$ cat src/rtl/bin2bcd_seq.sv
// bin2bcd_seq
// Sequential binary-to-BCD converter (shift-and-add-3, one input bit per clock).
// Feeds the 8-digit seven-segment display stage with a 32-bit packed BCD word.
// Values above 99,999,999 give an all-F display word and raise ovf.
//
// Ports:
//   clk     - system clock, rising edge
//   reset   - synchronous, active-high reset (priority over start)
//   start   - conversion request, sampled only while busy=0
//   bin_in  - unsigned binary value, captured on the edge that accepts start
//   busy    - high while a conversion is running
//   done    - one-cycle pulse when bcd_out/ovf have been updated
//   ovf     - last converted value exceeded 99,999,999
//   bcd_out - result, [3:0] units ... [31:28] ten-millions; held between conversions
//
// state | meaning
// IDLE  | waiting for start; outputs hold last result
// SHIFT | one add-3/shift step per clock, IN_W steps total

module bin2bcd_seq #(
    parameter int IN_W = 27
) (
    input  logic            clk,
    input  logic            reset,
    input  logic            start,
    input  logic [IN_W-1:0] bin_in,
    output logic            busy,
    output logic            done,
    output logic            ovf,
    output logic [31:0]     bcd_out
);

    localparam int          CNT_W   = $clog2(IN_W + 1);
    localparam logic [31:0] MAX_DEC = 32'd99_999_999;

    typedef enum logic {
        IDLE,
        SHIFT
    } state_t;

    state_t            state;
    logic [IN_W-1:0]   sh;
    logic [31:0]       acc;
    logic [31:0]       acc_adj;
    logic [31:0]       acc_next;
    logic [CNT_W-1:0]  count;
    logic              ovf_pend;
    logic [31:0]       bin_ext;
    logic              last;

    // Each nibble is at most 9 before the shift, so +3 never carries out of it.
    always_comb begin
        acc_adj = acc;
        for (int i = 0; i < 8; i++) begin
            if (acc[4*i +: 4] >= 4'd5)
                acc_adj[4*i +: 4] = acc[4*i +: 4] + 4'd3;
        end
        acc_next = {acc_adj[30:0], sh[IN_W-1]};
        bin_ext  = 32'(bin_in);
        last     = (count == CNT_W'(IN_W - 1));
    end

    always_ff @(posedge clk) begin
        if (reset) begin
            state    <= IDLE;
            busy     <= 1'b0;
            done     <= 1'b0;
            ovf      <= 1'b0;
            bcd_out  <= 32'h0000_0000;
            sh       <= '0;
            acc      <= 32'h0000_0000;
            count    <= '0;
            ovf_pend <= 1'b0;
        end else begin
            done <= 1'b0;
            case (state)
                IDLE: begin
                    if (start) begin
                        sh       <= bin_in;
                        acc      <= 32'h0000_0000;
                        count    <= '0;
                        ovf_pend <= (bin_ext > MAX_DEC);
                        busy     <= 1'b1;
                        state    <= SHIFT;
                    end
                end
                SHIFT: begin
                    acc   <= acc_next;
                    sh    <= sh << 1;
                    count <= count + CNT_W'(1);
                    // Only the finished accumulator ever reaches bcd_out.
                    if (last) begin
                        bcd_out <= ovf_pend ? 32'hFFFF_FFFF : acc_next;
                        ovf     <= ovf_pend;
                        done    <= 1'b1;
                        busy    <= 1'b0;
                        state   <= IDLE;
                    end
                end
                default: begin
                    busy  <= 1'b0;
                    state <= IDLE;
                end
            endcase
        end
    end

endmodule

$ cat config.mk
export PLATFORM = sky130hd
export DESIGN_NAME = bin2bcd_seq
export DESIGN_NICKNAME = d
export VERILOG_FILES = /design/src/rtl/bin2bcd_seq.sv
export SDC_FILE = /design/constraint.sdc
export NUM_CORES = 1
export LEC_CHECK = 0
export CAP_MARGIN = 25
export CORE_MARGIN = 2
export CORE_UTILIZATION = 30
export DETAILED_ROUTE_END_ITERATION = 10
export SLEW_MARGIN = 5
export SYNTH_ARGS = -nofsm -noshare
export SYNTH_HDL_FRONTEND = slang
export SYNTH_SLANG_ARGS = --single-unit
$ cat constraint.sdc
create_clock -name clk -period 2.9 [get_ports clk]
set_clock_uncertainty 0.1 [all_clocks]
set_input_delay 0.58 -clock clk [delete_from_list [all_inputs] [get_ports clk]]
set_output_delay 0.58 -clock clk [all_outputs]
set_load 0.05 [all_outputs]
* Word-level counts from Yosys, hierarchy flattened
Index checks and enable logic that the tools add are counted.
** Word-level totals
- Flip-flop bits (word level) :: 101
- Input bits :: 30
- Output and inout port bits :: 35
** Cells by class
- Reduce and logical (&&, ||, !) cells :: 4
- Order comparisons :: 9
- Multiplexer cells :: 22
- Eq/ne operators :: 3
- Add/sub/neg operators :: 9
- Bitwise operators :: 1
** Operators by type and width (number)
- $mux W32 :: 2
- $pmux W32 S2 :: 1
- $pmux W27 S2 :: 1
- $ge A4 B3 Y1 const B :: 8
- $add A4 B2 Y4 const B :: 7
- $mux W4 :: 7
- $gt A27 B27 Y1 const B :: 1
- $mux W27 :: 1
- $pmux W5 S2 :: 1
- $reduce_and A2 Y1 :: 3
- $add A5 B1 Y5 const B :: 1
- $eq A5 B5 Y1 const B :: 1
- $mux W1 :: 5
- $mux W5 :: 1
- $pmux W1 S2 :: 2
- $add A3 B2 Y3 const B :: 1
- $mux W3 :: 1
- $ne A2 B1 Y1 const B :: 1
- $ne A2 B2 Y1 const B :: 1
- $reduce_or A2 Y1 :: 1
- $not A1 Y1 :: 1

* Longest topological paths before layout
- Depth after elaboration :: 3
- Depth in mapped cells :: 9
- Gate-level depth less buffers :: 7

* Worst setup path after synthesis
Ideal clock, no wire load.
- Path kind :: input port to flip-flop
- Start :: input port start
- End :: register sh[13]
- Setup slack :: 1.209 ns
- Required time :: 2.672 ns
- Arrival :: 1.464 ns
- Cell stages on the path :: 6
- Cell sequence :: buf_2 buf_2 mux2i_1 nor2_1 a21oi_1 nor2_1
** Between the ends
- Word-level cells in the longest chain between the ends :: 1
** RTL lines
- start: declaration :: RTL line 25 : input logic start,
- $ne A2 B2 Y1 (no line)
- end signal: assignment :: RTL line 79 : sh <= bin_in;
- end signal: assignment :: RTL line 89 : sh <= sh << 1;
- end: declaration :: RTL line 42 : logic [IN_W-1:0] sh;
Every way passes these cells.
A chain may end at the register's enable or synchronous reset.

* Worst setup path after layout
- Start :: register bcd_out[31]
- End :: output port bcd_out[31]
** RTL lines
- start: declaration :: RTL line 30 : output logic [31:0] bcd_out
- start signal: assignment :: RTL line 93 : bcd_out <= ovf_pend ? 32'hFFFF_FFFF : acc_next;
No word-level cell between the ends.

==> flow_summary.toml <==
[outcome]
outcome = "finished, final reports clean"

[synth]
synth_compound_area_frac = 0.172
muxShareOfSynthArea = 0.0776
synth-simple-area-share = 0.202
synthAdderAreaFrac = 0.0483
syn-cell-area_um2 = 4660
yosysSeqAreaShare = 0.434
ys_types = 33
syn_nets = 606
ys.flop_type = "dfxtp_1"
postSynthAreaPerCell_um2 = 8.35
synth_top_family_by_area = "simple AND/OR/NAND/NOR gates"
yosys_warnings = 0
syn_inst = 558
async_reset_ff_frac = 0
synth_xor_area_frac = 0.0169
synth_edf_count = 0
ys_ff_latch = 101

[sta]
drv_slew = 0
hold_violations = 0
slew_headroom = 0.523
setup_viol = 0
final.setup.worst_slack_ns = 0.671
rsz0062_at_grt = "no"
setup_tns_ns = 0
fin_crit_ns = 2.23
fmax_ghz = 0.449
fin_crit_sh = 0.769
tightest_slew_ns = 0.715

[layout]
finalInstanceArea_um2 = 5820
drive_above_1_share = 0.0684
nets = 657
syn_to_final_growth_pct = 24.9
antenna_cells = 0
fin_util = 0.383

[clock_tree]
postCtsHoldBufs = 0
cts_tree = "built"
cts-resized-gates = 0
cts_root_buf = "clkbuf_16"
cts_setup_buffers = 0
ctsHtreeMaxLevel = 3
clk_pin_slew_ns = 0.07
cts_sinks = 101
cts_buffers = 9
cts.path.max_buffers = 2
worstSkewPairLatency_ns = 0.34

[route]
wl_um = 11100
firstDrtPassIters = 5
wl_per_cell_um = 13.8
vias = 3990
antenna_left = 0
drcViolationCount = 0
drtIter0Drc = 191
via_per_inst = 4.98

[power_and_ir_drop]
finalPower_mw = 3.05
powerDensity_nw_per_um2 = 524
p_leak_nw = 2.21
irDropWorstVdd_v = 0.000323

[grt]
antenna_found_initial = 0
overflow = 0
grt.total_usage = 0.139
first_global_vias = 3903
grt_max_degree = 57
grt_pass1_wl_um = 18600

[setup_path]
cp.arrival_ns = 1.55
start_kind = "register"
critPathRequiredTime_ns = 2.22
cpMaxStageDelayCell = "clkdlybuf4s50_1"
crit_fanout = 2
crit_family = "buffers and inverters"
max_stage_delay_ns = 0.82
worstPathCellList = "clkdlybuf4s50_1"
worstSetupPathType = "register to primary output"
crit_buf_inv = 1
worstSetupEndpointType = "primary output"

[die]
die_w_um = 129
core_um2 = 15200
die-height_um = 129
die-area_um2 = 16600
placementRows = 45
initial_core_util = 0.307
io_pins = 65

[place]
dp_hpwl_um = 7690
pre_cts_slack_ns = 0.585
placed_area_um2 = 5440
gp_congestion = 0.823
port_buffers = 64

[min_path]
hold_path_class = "register to register"

[flow_run]
cap_violations = 0
## power by group
group	switching (mW)	total, mW	internal [mW]
clock network	0.520	1.41	0.892
registers	0.0234	1.44	1.41
logic	0.116	0.206	0.0893
## path summary, 6_finish.rpt
check | startpoint | endpoint | slack (ns) | cells past startpoint
worst max-delay path | bcd_out[31]$_SDFFE_PP0P_ | bcd_out[31] | 0.67 | 1
worst min register to register | ovf$_SDFFE_PP0P_ | ovf$_SDFFE_PP0P_ | 0.36 | 2
worst max register to register | state$_SDFF_PP0_ | bcd_out[15]$_SDFFE_PP0P_ | 0.89 | 5
worst min-delay path | ovf$_SDFFE_PP0P_ | ovf$_SDFFE_PP0P_ | 0.36 | 2
## synth_stat cells (6+ instances only)
library cell | n | area share
nor3_1 | 19 | 0.020
o21ai_0 | 34 | 0.036
ha_1 | 18 | 0.048
o22ai_2 | 10 | 0.027
dfxtp_1 | 101 | 0.43
a22o_1 | 6 | 0.011
o22ai_1 | 14 | 0.019
inv_1 | 18 | 0.014
nor3b_1 | 15 | 0.024
nand2b_1 | 12 | 0.016
xnor2_1 | 9 | 0.017
nor2_1 | 105 | 0.085
clkbuf_1 | 18 | 0.014
mux2i_1 | 35 | 0.075
a21oi_1 | 70 | 0.075
nand2_1 | 34 | 0.027
buf_2 | 11 | 0.012
## worst min-delay path: cells and delay by family, from the launching register on
family,cells,cell delay [ns]
AND/OR/NAND/NOR,1,0.05
AO/OA/AOI/OAI,1,0.05
flip-flops,1,0.31
## sequential cells by signal (all words and copies together) (netlist names)
register / count
ovf_pend: 1
count: 5
ovf: 1
acc: 32
bcd_out: 32
state: 1
sh: 27
done: 1
busy: 1
## cell type report
| class | instances | area (um^2) |
|---|---|---|
| clock buffer | 11 | 253 |
| clock inverter | 5 | 104 |
| fill | 1547 | 9380 |
| inverter | 18 | 67.6 |
| multi-input combinational | 404 | 2410 |
| sequential | 101 | 2020 |
| tap | 188 | 235 |
| timing repair buffer | 75 | 733 |
## metrics by stage
step                instances  hold WS [ns]
finish                    802         0.361
floorplan                 558         0.354
detailed placement        785         0.355
global route              802         0.403
CTS                       801         0.364
global placement          785         0.357
## logic make-up (layout without fill, tap and decap cells)
logic type | Yosys count | count (layout)
adder cells (fa/ha/maj) | 18 | 18
AO/OA/AOI/OAI | 136 | 136
flip-flops | 101 | 101
multiplexers | 36 | 36
XOR/XNOR | 9 | 9
AND/OR/NAND/NOR | 205 | 205
buffers and inverters | 53 | 109
## metal layers
layer / GRT usage / wire length [um] / up-vias
met5: 0 / 0 / -
met4: 0.0448 / 196 / 0
met3: 0.0412 / 529 / 12
met2: 0.242 / 5310 / 83
met1: 0.165 / 5030 / 1880
li1: - / - / 2015
## placed cells by master, fill, tap and decap left out, types with 3 or more instances in the layout
master           count
nand3_1              4
ha_1                18
o21ai_0             34
nand2b_1            12
a21oi_1             70
mux2i_1             35
nor2b_1              4
o22ai_2             10
nand2_1             34
nand4_1              3
buf_4               10
clkbuf_16            9
nor3b_1             15
a22o_1               6
nor3_1              19
o22ai_1             14
nor2_1             105
bufinv_16            3
dfxtp_1            100
inv_1               18
xnor2_1              9
clkdlybuf4s50_1     62
No activity file was read; power rests on OpenSTA's default activity.
==> RTL edit: new RTL, same settings <==
Reset style: asynchronous (`reset`), changed in one clocked block. Comments in the files are not updated.
--- a/src/rtl/bin2bcd_seq.sv
+++ b/src/rtl/bin2bcd_seq.sv
@@ -61,5 +61,5 @@
     end
 
-    always_ff @(posedge clk) begin
+    always_ff @(posedge clk or posedge reset) begin
         if (reset) begin
             state    <= IDLE;
Check against the original RTL: differs if reset is asserted again (counterexample within 4 cycles, from zero or initial values and one cycle with reset high); with reset held inactive, the same outputs for 10 cycles.
==> RTL edit against the unedited design <==
  * Die area grew 6.3%
  * Highest routed layer unchanged
  * First-iteration DRC count grew 19%
  * Largest cell class is now sequential cells
  * Synthesized area grew 6.5%
  * Sequential cell count is the same
  * Worst setup slack gained 0.0072 ns
  * Count of clock-buffer cells in the layout grew 1
  * Synthesized cell count shrank 13%
  * Non-clock buffer count grew 1
  * Routed wire length shrank 0.34%
  * Fmax grew 0.32%
  * Final area grew 6.0%
Power is not compared: it rests on default switching activity, and its combinational part moved more than twofold at a synthesized area within 25%.
==> RTL edit: results (changes against the unedited design) <==
setup_path:
  crit_start: "bcd_out[2]"
  reg2reg_to: "ovf"
  r2r_cells: 6  # +1
  rr_startpoint: "count[0]"
  critPathCapture: "bcd_out[2]"
drt:
  drt_iter0_markers: 228  # +19%
  dr_wl_met2_um: 5370  # +1.1%
  met3_length_um: 555  # +4.9%
  drt_wl_total_um: 11000  # -0.34%
  routed-via-count: 3696  # -7.4%
  drtPass1Iterations: 4  # -1
yosys:
  synth-adder-area-share: 0.0454  # -0.00293
  syn_nets: 534  # -12%
  synth_common_cells: "dfrtp_1, nand2_1, mux2i_1, o21ai_0, a21oi_1"
  syn-instance-count: 486  # -13%
  synthTopCellsByArea: "dfrtp_1, mux2i_1, ha_1"
  synth-async-reset-ratio: 1.00  # +1.00
  synth_top_cell_by_area: "dfrtp_1"
placed_design:
  dpl.hpwl_um: 7500  # -2.5%
  postPlaceCellArea_um2: 5880  # +8.0%
  place_ws_ns: 0.718  # +0.133 ns
  place.gp.congestion: 0.776  # -5.8%
finish:
  nets: 595  # -9.4%
  fillers: 1625  # +5.0%
  layout-drive-gt1-share: 0.0670  # -0.00137
grt:
  grt_max_degree: 62  # +8.8%
  first_global_vias: 3878  # -0.64%
  grt_pass1_wl_um: 18900  # +1.6%
timing:
  post-route-period-util: 0.766  # -0.00249
  tightest_slew_ns: 0.739  # +0.0248 ns
outcome:
  status: "completed"
RTL edit: worst min-delay path by stage:
stage,startpoint,end,slack [ns],cells after the start
2_1_floorplan,sh[0],sh[1],0.35,2
3_3_place_gp,sh[21],sh[22],0.36,2
3_5_place_dp,sh[14],sh[15],0.37,2
4_1_cts,sh[23],sh[24],0.39,2
5_1_grt,sh[16],sh[17],0.42,2
6_report,sh[6],sh[7],0.39,2
RTL edit: cell type report:
class                           count  share of cell area
Multi-Input combinational cell    340               0.364
Sequential cell                   101               0.410
Clock inverter                      4             0.00770
Tap cell                          220              0.0446
Clock buffer                       12              0.0399
Inverter                           19              0.0122
Timing Repair Buffer               76               0.122
RTL edit: per-layer routing:
metal,GRT usage,vias to the layer above
met5,0,-
met4,0.0418,0
met3,0.0398,10
met2,0.229,77
met1,0.157,1797
li1,-,1812
RTL edit: power breakdown:
group          total (mW)  internal (mW)  switching [mW]
clock network        1.21          0.691           0.522
registers            2.56           2.06           0.499
logic                3.76           1.55            2.21
total                7.53           4.30            3.23
